--- src/rtl/rxepktctl.sv ---
// ----------------------------------------------------------------------------
// rxepktctl -- per-packet receive check controller
//
// Gathers checker error flags across each received packet, bounds the packet
// length and, at end of packet, issues one commit/drop command to the RX
// packet buffer over a valid/ready handshake. Checker enables are shadowed
// so they only change between packets.
//
// Optional feature: define RXEPKTCTL_STATS_EN to build the 16-bit saturating
// committed/dropped packet counters; otherwise both outputs are tied to 0.
//
// Ports:
//   i_clk, i_reset         clock, asynchronous active-high reset
//   i_ce                   byte strobe; stream state advances only when set
//   i_v                    byte valid, high for the whole packet
//   i_chk_err[NCHK]        checker error flags
//   i_cfg_wr, i_cfg_data   enable-mask write port (into shadow register)
//   o_chk_en[NCHK]         per-checker enable, stable within a packet
//   o_cmd_valid/i_cmd_ready command handshake to the packet buffer
//   o_cmd_commit           1 = keep packet, 0 = drop
//   o_cmd_len[LGLEN]       saturated byte count of the packet
//   o_cmd_why[NCHK+2]      {overrun, length bad, accumulated checker errors}
//   o_pkt_cnt, o_drop_cnt  committed / dropped packet counters
// ----------------------------------------------------------------------------
module rxepktctl #(
   parameter int NCHK   = 3,
   parameter int LGLEN  = 11,
   parameter int MINLEN = 64,
   parameter int MAXLEN = 1518
) (
   input  logic              i_clk,
   input  logic              i_reset,
   input  logic              i_ce,
   input  logic              i_v,
   input  logic [NCHK-1:0]   i_chk_err,
   input  logic              i_cfg_wr,
   input  logic [NCHK-1:0]   i_cfg_data,
   output logic [NCHK-1:0]   o_chk_en,
   output logic              o_cmd_valid,
   input  logic              i_cmd_ready,
   output logic              o_cmd_commit,
   output logic [LGLEN-1:0]  o_cmd_len,
   output logic [NCHK+1:0]   o_cmd_why,
   output logic [15:0]       o_pkt_cnt,
   output logic [15:0]       o_drop_cnt
);

   localparam logic [1:0] S_IDLE = 2'd0;
   localparam logic [1:0] S_RECV = 2'd1;
   localparam logic [1:0] S_CMD  = 2'd2;
   localparam logic [1:0] S_DISC = 2'd3;

   logic [1:0]       state_q, state_d;
   logic [LGLEN-1:0] len_q, len_d;
   logic [NCHK-1:0]  err_q, err_d;
   logic             armed_q, armed_d;     // a !i_v slot was seen since reset
   logic             ov_q, ov_d;           // packet overran a pending command
   logic             ov_end_q, ov_end_d;   // ...and that packet already ended
   logic [NCHK-1:0]  shadow_q, shadow_d;
   logic [NCHK-1:0]  chk_en_q, chk_en_d;
   logic             valid_q, valid_d;
   logic             commit_q, commit_d;
   logic [LGLEN-1:0] cmd_len_q, cmd_len_d;
   logic [NCHK+1:0]  why_q, why_d;

   logic [NCHK-1:0]  err_nxt;
   logic [LGLEN-1:0] len_inc;
   logic             len_bad;
   logic             accept;
   logic             issue_drop;

   // Checker flags for a byte land one slot later, so they are folded in on
   // every RECV strobe including the first slot after the packet.
   assign err_nxt = err_q | (i_chk_err & chk_en_q);
   assign len_inc = (len_q == '1) ? len_q : len_q + 1'b1;
   assign len_bad = (len_q < LGLEN'(MINLEN)) || (len_q > LGLEN'(MAXLEN));
   assign accept  = (state_q == S_CMD) && valid_q && i_cmd_ready;

   always_comb begin
      // NOTE: every combinational output gets a default first so no path
      // through the case statement can infer a latch.
      state_d    = state_q;
      len_d      = len_q;
      err_d      = err_q;
      armed_d    = armed_q;
      ov_d       = ov_q;
      ov_end_d   = ov_end_q;
      chk_en_d   = chk_en_q;
      valid_d    = valid_q;
      commit_d   = commit_q;
      cmd_len_d  = cmd_len_q;
      why_d      = why_q;
      issue_drop = 1'b0;
      shadow_d   = i_cfg_wr ? i_cfg_data : shadow_q;

      case (state_q)
         S_IDLE: begin
            if (!i_v) chk_en_d = shadow_q;
            if (i_ce) begin
               if (!i_v) begin
                  armed_d = 1'b1;
               end else if (armed_q) begin
                  state_d = S_RECV;
                  len_d   = LGLEN'(1);
                  err_d   = '0;
               end
            end
         end
         S_RECV: begin
            if (i_ce) begin
               err_d = err_nxt;
               if (i_v) begin
                  len_d = len_inc;
               end else begin
                  cmd_len_d = len_q;
                  commit_d  = (err_nxt == '0) && !len_bad;
                  why_d     = {1'b0, len_bad, err_nxt};
                  valid_d   = 1'b1;
                  state_d   = S_CMD;
               end
            end
         end
         S_CMD: begin
            if (accept) begin
               valid_d  = 1'b0;
               ov_d     = 1'b0;
               ov_end_d = 1'b0;
               if (ov_q) begin
                  // Overrun packet already finished: report it straight away
                  // instead of waiting in DISCARD for an end that has passed.
                  if (ov_end_q || (i_ce && !i_v)) issue_drop = 1'b1;
                  else                            state_d    = S_DISC;
               end else if (i_ce && i_v) begin
                  state_d = S_RECV;
                  len_d   = LGLEN'(1);
                  err_d   = '0;
               end else begin
                  state_d = S_IDLE;
               end
            end else if (i_ce) begin
               if (i_v) begin
                  ov_d     = 1'b1;
                  ov_end_d = 1'b0;
               end else if (ov_q) begin
                  ov_end_d = 1'b1;
               end
            end
         end
         default: begin  // S_DISC
            if (i_ce && !i_v) issue_drop = 1'b1;
         end
      endcase

      if (issue_drop) begin
         valid_d   = 1'b1;
         commit_d  = 1'b0;
         cmd_len_d = '0;
         why_d     = {1'b1, {(NCHK+1){1'b0}}};
         state_d   = S_CMD;
      end
   end

   // NOTE: sequential state uses non-blocking assignments so every register
   // samples the same pre-edge values.
   always_ff @(posedge i_clk or posedge i_reset) begin
      if (i_reset) begin
         state_q   <= S_IDLE;
         len_q     <= '0;
         err_q     <= '0;
         armed_q   <= 1'b0;
         ov_q      <= 1'b0;
         ov_end_q  <= 1'b0;
         shadow_q  <= '1;
         chk_en_q  <= '1;
         valid_q   <= 1'b0;
         commit_q  <= 1'b0;
         cmd_len_q <= '0;
         why_q     <= '0;
      end else begin
         state_q   <= state_d;
         len_q     <= len_d;
         err_q     <= err_d;
         armed_q   <= armed_d;
         ov_q      <= ov_d;
         ov_end_q  <= ov_end_d;
         shadow_q  <= shadow_d;
         chk_en_q  <= chk_en_d;
         valid_q   <= valid_d;
         commit_q  <= commit_d;
         cmd_len_q <= cmd_len_d;
         why_q     <= why_d;
      end
   end

   assign o_chk_en     = chk_en_q;
   assign o_cmd_valid  = valid_q;
   assign o_cmd_commit = commit_q;
   assign o_cmd_len    = cmd_len_q;
   assign o_cmd_why    = why_q;

`ifdef RXEPKTCTL_STATS_EN
   logic [15:0] pkt_cnt_q, drop_cnt_q;

   always_ff @(posedge i_clk or posedge i_reset) begin
      if (i_reset) begin
         pkt_cnt_q  <= '0;
         drop_cnt_q <= '0;
      end else if (accept) begin
         if (commit_q && pkt_cnt_q != '1)        pkt_cnt_q  <= pkt_cnt_q + 16'd1;
         else if (!commit_q && drop_cnt_q != '1) drop_cnt_q <= drop_cnt_q + 16'd1;
      end
   end

   assign o_pkt_cnt  = pkt_cnt_q;
   assign o_drop_cnt = drop_cnt_q;
`else
   assign o_pkt_cnt  = 16'd0;
   assign o_drop_cnt = 16'd0;
`endif

endmodule
--- config.mk ---
export PLATFORM = sky130hd
export DESIGN_NAME = rxepktctl
export DESIGN_NICKNAME = d
export VERILOG_FILES = /design/src/rtl/rxepktctl.sv
export SDC_FILE = /design/constraint.sdc
export NUM_CORES = 1
export LEC_CHECK = 0
export ABC_AREA = 1
export BUFFER_PORTS_ARGS = -buffer_cell sky130_fd_sc_hd__buf_2
export CAP_MARGIN = 25
export CORE_MARGIN = 1.5
export CORE_UTILIZATION = 45
export CTS_CLUSTER_DIAMETER = 80
export DETAILED_ROUTE_END_ITERATION = 7
export PLACE_DENSITY = 0.75
export SKIP_CTS_REPAIR_TIMING = 1
export SYNTH_ARGS = -nofsm -noshare
export SYNTH_HDL_FRONTEND = slang
export SYNTH_SLANG_ARGS = --single-unit
--- constraint.sdc ---
create_clock -name i_clk -period 2.05 [get_ports i_clk]
set_clock_uncertainty 0.05 [all_clocks]
set_input_delay 0.205 -clock i_clk [delete_from_list [all_inputs] [get_ports i_clk]]
set_output_delay 0.205 -clock i_clk [all_outputs]
set_load 0.1 [all_outputs]
* Word-level counts from Yosys, hierarchy flattened
Index checks and enable logic that the tools add are counted.
** Storage, ports and cells
- Bits in registers :: 43
- Logic and storage cells :: 125
** Cells by class
- $add $sub $neg :: 1
- Magnitude comparators :: 2
- Equality and inequality tests :: 20
- Multiplexer cells :: 58
- Bitwise operators :: 3
- Reductions and logical operators :: 29
** Operator list (number)
- $mux W11 :: 13
- $pmux W11 S3 :: 1
- $mux W3 :: 7
- $mux W1 :: 20
- $mux W5 :: 4
- $mux W2 :: 9
- $ne A3 B3 Y1 const B :: 6
- $ne A2 B2 Y1 const B :: 8
- $reduce_and A8 Y1 :: 2
- $reduce_and A3 Y1 :: 4
- $add A11 B1 Y11 const B :: 1
- $eq A11 B11 Y1 const B :: 1
- $gt A11 B11 Y1 const B :: 1
- $lt A11 B7 Y1 const B :: 1
- $reduce_and A10 Y1 :: 1
- $pmux W3 S3 :: 1
- $reduce_bool A3 Y1 :: 3
- $reduce_bool A2 Y1 :: 4
- $pmux W2 S3 :: 1
- $logic_and A1 B1 Y1 :: 5
- $ne A2 B1 Y1 const B :: 2
- $ne A4 B4 Y1 const B :: 1
- $pmux W1 S2 :: 2
- $reduce_and A4 Y1 :: 1
- other kinds (12) :: 14

* Longest topological paths before layout
- Depth in word-level cells :: 9
- Gate-level depth with buffers :: 13

* Worst setup path before layout
OpenSTA, ideal clock, no wires.
- Path type :: reg2reg
- Start point :: register valid_q, in the netlist o_cmd_valid
- End point :: register cmd_len_q[2], in the netlist o_cmd_len[2]
- Data arrival time :: 1.967 ns
- Data required time :: 1.878 ns
- Path slack :: -0.090 ns
- Stages on the path, launching flop included :: 11
- Buffers on the path :: 1
- Path through :: dfrtp_1 -> nand2_1 -> nor2_1 -> nand3_4 -> nand2_4 -> inv_2 -> nand2_2 -> inv_4 -> buf_6 -> nand2_1 -> o21ai_2
** Between the ends
- Longest elaborated chain between the ends :: 6
** Ends and longest elaborated chain
- start: declaration :: RTL line 61 : logic valid_q, valid_d;
- start signal: assignment :: RTL line 188 : valid_q <= valid_d;
- $logic_and A1 B1 Y1 * (2 in series) :: RTL line 77 : assign accept = (state_q == S_CMD) && valid_q && i_cmd_ready;
- $mux W1 * :: RTL line 124 : if (accept) begin
- $pmux W1 S2 * :: RTL line 96 : case (state_q)
- $ne A2 B1 Y1 (no source line) / $reduce_bool A2 Y1 (equally long branches)
- $reduce_and A3 Y1 (no source line)
- end signal: assignment :: RTL line 190 : cmd_len_q <= cmd_len_d;
- end: declaration :: RTL line 63 : logic [LGLEN-1:0] cmd_len_q, cmd_len_d;
Mark *: on every way between the ends. The rest lies on a longest branch, timed or not.
A chain may end at the register's enable or synchronous reset.

* Worst setup path in the final report
- Start point :: register state_q[0]
- End point :: register state_q[0]
** Between the ends
- Longest elaborated chain between the ends :: 7
** Ends and longest elaborated chain
- start: declaration :: RTL line 53 : logic [1:0] state_q, state_d;
- start signal: assignment :: RTL line 180 : state_q <= state_d;
- $eq A2 B2 Y1 :: RTL line 77, 96
- $logic_and A1 B1 Y1 (2 in series) :: RTL line 77
- $mux W1 :: RTL line 124
- $pmux W1 S2 :: RTL line 96
- $ne A4 B4 Y1 (no source line) (tied with other cells)
- $reduce_and A8 Y1 (no source line)
Several ways; a longest one is shown, not always the timed one.

==> metrics.md <==
| Metric | Value |
|---|---|
| Initial antenna violation count | `0` |
| First-pass GRT wire length | `7997 um` |
| Top cell type's share of synthesized area | `36.33%` |
| Routed WL | `4769 um` |
| Area leader, netlist | `dfrtp_1` |
| GRT overflow | `0` |
| Clock-pin slew on the worst setup and hold paths | `0.08 ns` |
| Final min period | `1.853 ns` |
| Share of layout cells above drive strength 1 | `22.25%` |
| Clk Latency, worst-skew pair | `0.30 ns` |
| GRT Util Overall | `16.58%` |
| Largest family of logic cells by synthesized area | `simple AND/OR/NAND/NOR gates` |
| IO Count | `65` |
| Std cell rows | `27` |
| Vias per Instance | `4.693` |
| CP startpoint kind | `register` |
| Area Growth Syn to Fin | `9.966%` |
| Root buf cell | `clkbuf_8` |
| #FFs+latches synth | `43` |
| CTS tree | `yes` |
| Compound-cell area share of the yosys netlist | `11.34%` |
| Fillers | `545` |
| Routed wire per std cell | `11.17 um` |
| Max-slew violation total from the final report | `0` |
| Register Area | `0.001085 sq mm` |
| # setup viols final | `0` |
| Post-synthesis mux area share | `0%` |
| Number of global-route vias before repair | `1790` |
| Seq/Total Area, Yosys | `42.51%` |
| Worst setup path class | `register to register` |
| Period utilization | `90.39%` |
| Core footprint | `0.005473 sq mm` |
| # diodes | `0` |
| Worst hold margin | `0.06187 ns` |
| Post-Syn Instances | `315` |
| Vias post-DR | `2004` |
| Starting density of the core | `46.57%` |
| Leakage | `1.460 nW` |
| Most frequent cell after synthesis | `nand2_1` |
| Hold Path Class | `input port to register` |
| RSZ-0062 raised after global routing | `true` |
| Hold wc startpoint | `i_cfg_wr` |
| DR DRC count | `0` |
| Critical Path End Type | `register` |
| Simple-gate area share of the yosys netlist | `24.01%` |
| CP Data Arrival Time | `2.00 ns` |
| Synth Area in Adders | `2.455%` |
| Die Span Y | `78.26 um` |
| PwrDens | `1430 mW/mm^2` |
| # clock sinks | `43` |
| Area of the multi-input gates | `0.001141 sq mm` |
| Top fanout value on the critical path | `6` |
| Outcome | `finished, final reports clean` |
| Post-Synth XOR/XNOR Area | `2.062%` |
| Routability Congestion | `0.9445` |
| Fmax | `539.7 MHz` |
| Hold Violations, Final | `0` |
| Number of flops mapped to enable cells by yosys | `0` |
| Post-synthesis instance area | `0.002549 sq mm` |
| Max-cap violations | `0` |
| Largest cells by area after synthesis | `dfrtp_1 (36%), nand2_1 (10%), buf_4 (9.7%)` |
| Final ANT Viol Nets | `0` |
| Initial DRC count | `152` |
| Worst reg2reg path startpoint | `state_q[0]` |
| Die Span X | `78.26 um` |
| CP required | `2.20 ns` |
| CP Launch Point | `state_q[0]` |
| Total CTS buffers | `5` |
| Commonest register cell after synthesis | `dfrtp_1` |
| Peak supply drop | `0.0008242 V` |
| Asr flop ratio synth | `100.0%` |
| Syn Area/Cell | `8.091 sq um` |
| Largest net degree at the start of global routing | `28` |
| Yosys cell types | `28` |
| Dpl hpwl | `3722 um` |
| Die area | `0.006124 sq mm` |
| Layout Nets | `372` |
| Synth top cells by count | `nand2_1 (69), dfrtp_1 (37), inv_1 (37)` |
| Synth warn | `0` |
| Core Util, Final | `51.21%` |
| First drt pass iteration count | `5` |
| PortBufs | `32` |
| Clock buffer depth | `2` |
| Total Power | `4.009 mW` |
| H-Tree Depth | `2` |
==> routing by layer <==
metal / part of all wire, % / global-route usage [%] / routed length (um)
met2: 46 / 26.70 / 2179
met5: 0 / 0 / 0
met4: 1.8 / 8.214 / 86
met1: 46 / 21.03 / 2206
met3: 6.2 / 3.605 / 296
==> worst paths after layout <==
path,endpoint,slack [ns],depth (start not counted)
setup / recovery,state_q[0],0.20,11
hold / removal,shadow_q[1],0.06,2
setup reg to reg,state_q[0],0.20,11
hold reg to reg,o_cmd_len[0],0.43,2
max in group asynchronous,o_chk_en[2],0.96,4
min in group asynchronous,o_cmd_valid,0.41,3
==> cell type report <==
type / count / share of cell area, %
well taps: 72 / 3.214
clock inverters: 1 / 1.071
repair buffers: 39 / 8.125
clock buffers: 6 / 2.589
flip-flops and latches: 43 / 38.71
inverters: 41 / 5.580
multi-input cells: 225 / 40.71
==> state kept, by name, summed over array words and instances, names as in the netlist <==
register / cells
o_cmd_commit: 1
ov_q: 1
shadow_q: 3
err_q: 3
ov_end_q: 1
o_cmd_why: 5
len_q: 11
armed_q: 1
o_chk_en: 3
state_q: 2
o_cmd_len: 11
o_cmd_valid: 1
==> cell usage in the layout, fill, tap and decap left out, types with 3 or more instances in the layout <==
cell type	netlist	routed
a21oi_1	8	8
buf_2	0	32
buf_4	33	5
clkbuf_8	0	5
conb_1	1	32
dfrtp_1	37	36
dfstp_2	6	6
ha_1	5	3
inv_1	37	37
inv_2	3	3
nand2_1	69	69
nand2_2	6	6
nand3_1	22	22
nand4_1	5	5
nor2_1	19	19
nor3_1	9	9
o21ai_0	24	24
o21ai_2	11	11
xor2_1	6	6
==> critical path, stage by stage (launching register included) <==
cell and delay (ns):
dfrtp_1 0.42, inv_1 0.10, ha_2 0.25, nand2_1 0.07, inv_1 0.14, nand3_4 0.14
nand3_1 0.15, nor2_1 0.05, nor2_1 0.17, nand2_1 0.10, nand2_1 0.07, nand2_1 0.04
==> stage by stage <==
stage / instance area (sq um) / TNS [ns] / instances / setup slack (ns)
after floorplan: 2666 / 0 / 346 / 0.2173
after global placement: 2685 / 0 / 419 / 0.2020
after detailed placement: 2685 / 0 / 419 / 0.1815
after CTS: 2788 / 0 / 426 / 0.1607
after global routing: 2803 / -0.03048 / 427 / -0.01035
final: 2803 / 0 / 427 / 0.1970
==> power by group <==
part | total [mW] | switching, mW | internal [mW]
combinational | 2.16 | 1.73 | 0.430
clock | 0.642 | 0.285 | 0.357
sequential | 1.21 | 0.135 | 1.07
==> kinds of logic (layout without fill, tap and decap cells) <==
group / count (synthesis) / after routing
AO/OA/AOI/OAI: 47 / 47
XOR/XNOR: 6 / 6
adder cells (fa/ha/maj): 5 / 5
buffers and inverters: 78 / 87
flip-flops: 43 / 43
other: 1 / 32
AND/OR/NAND/NOR: 135 / 135
(Power assumes the default switching activity.)
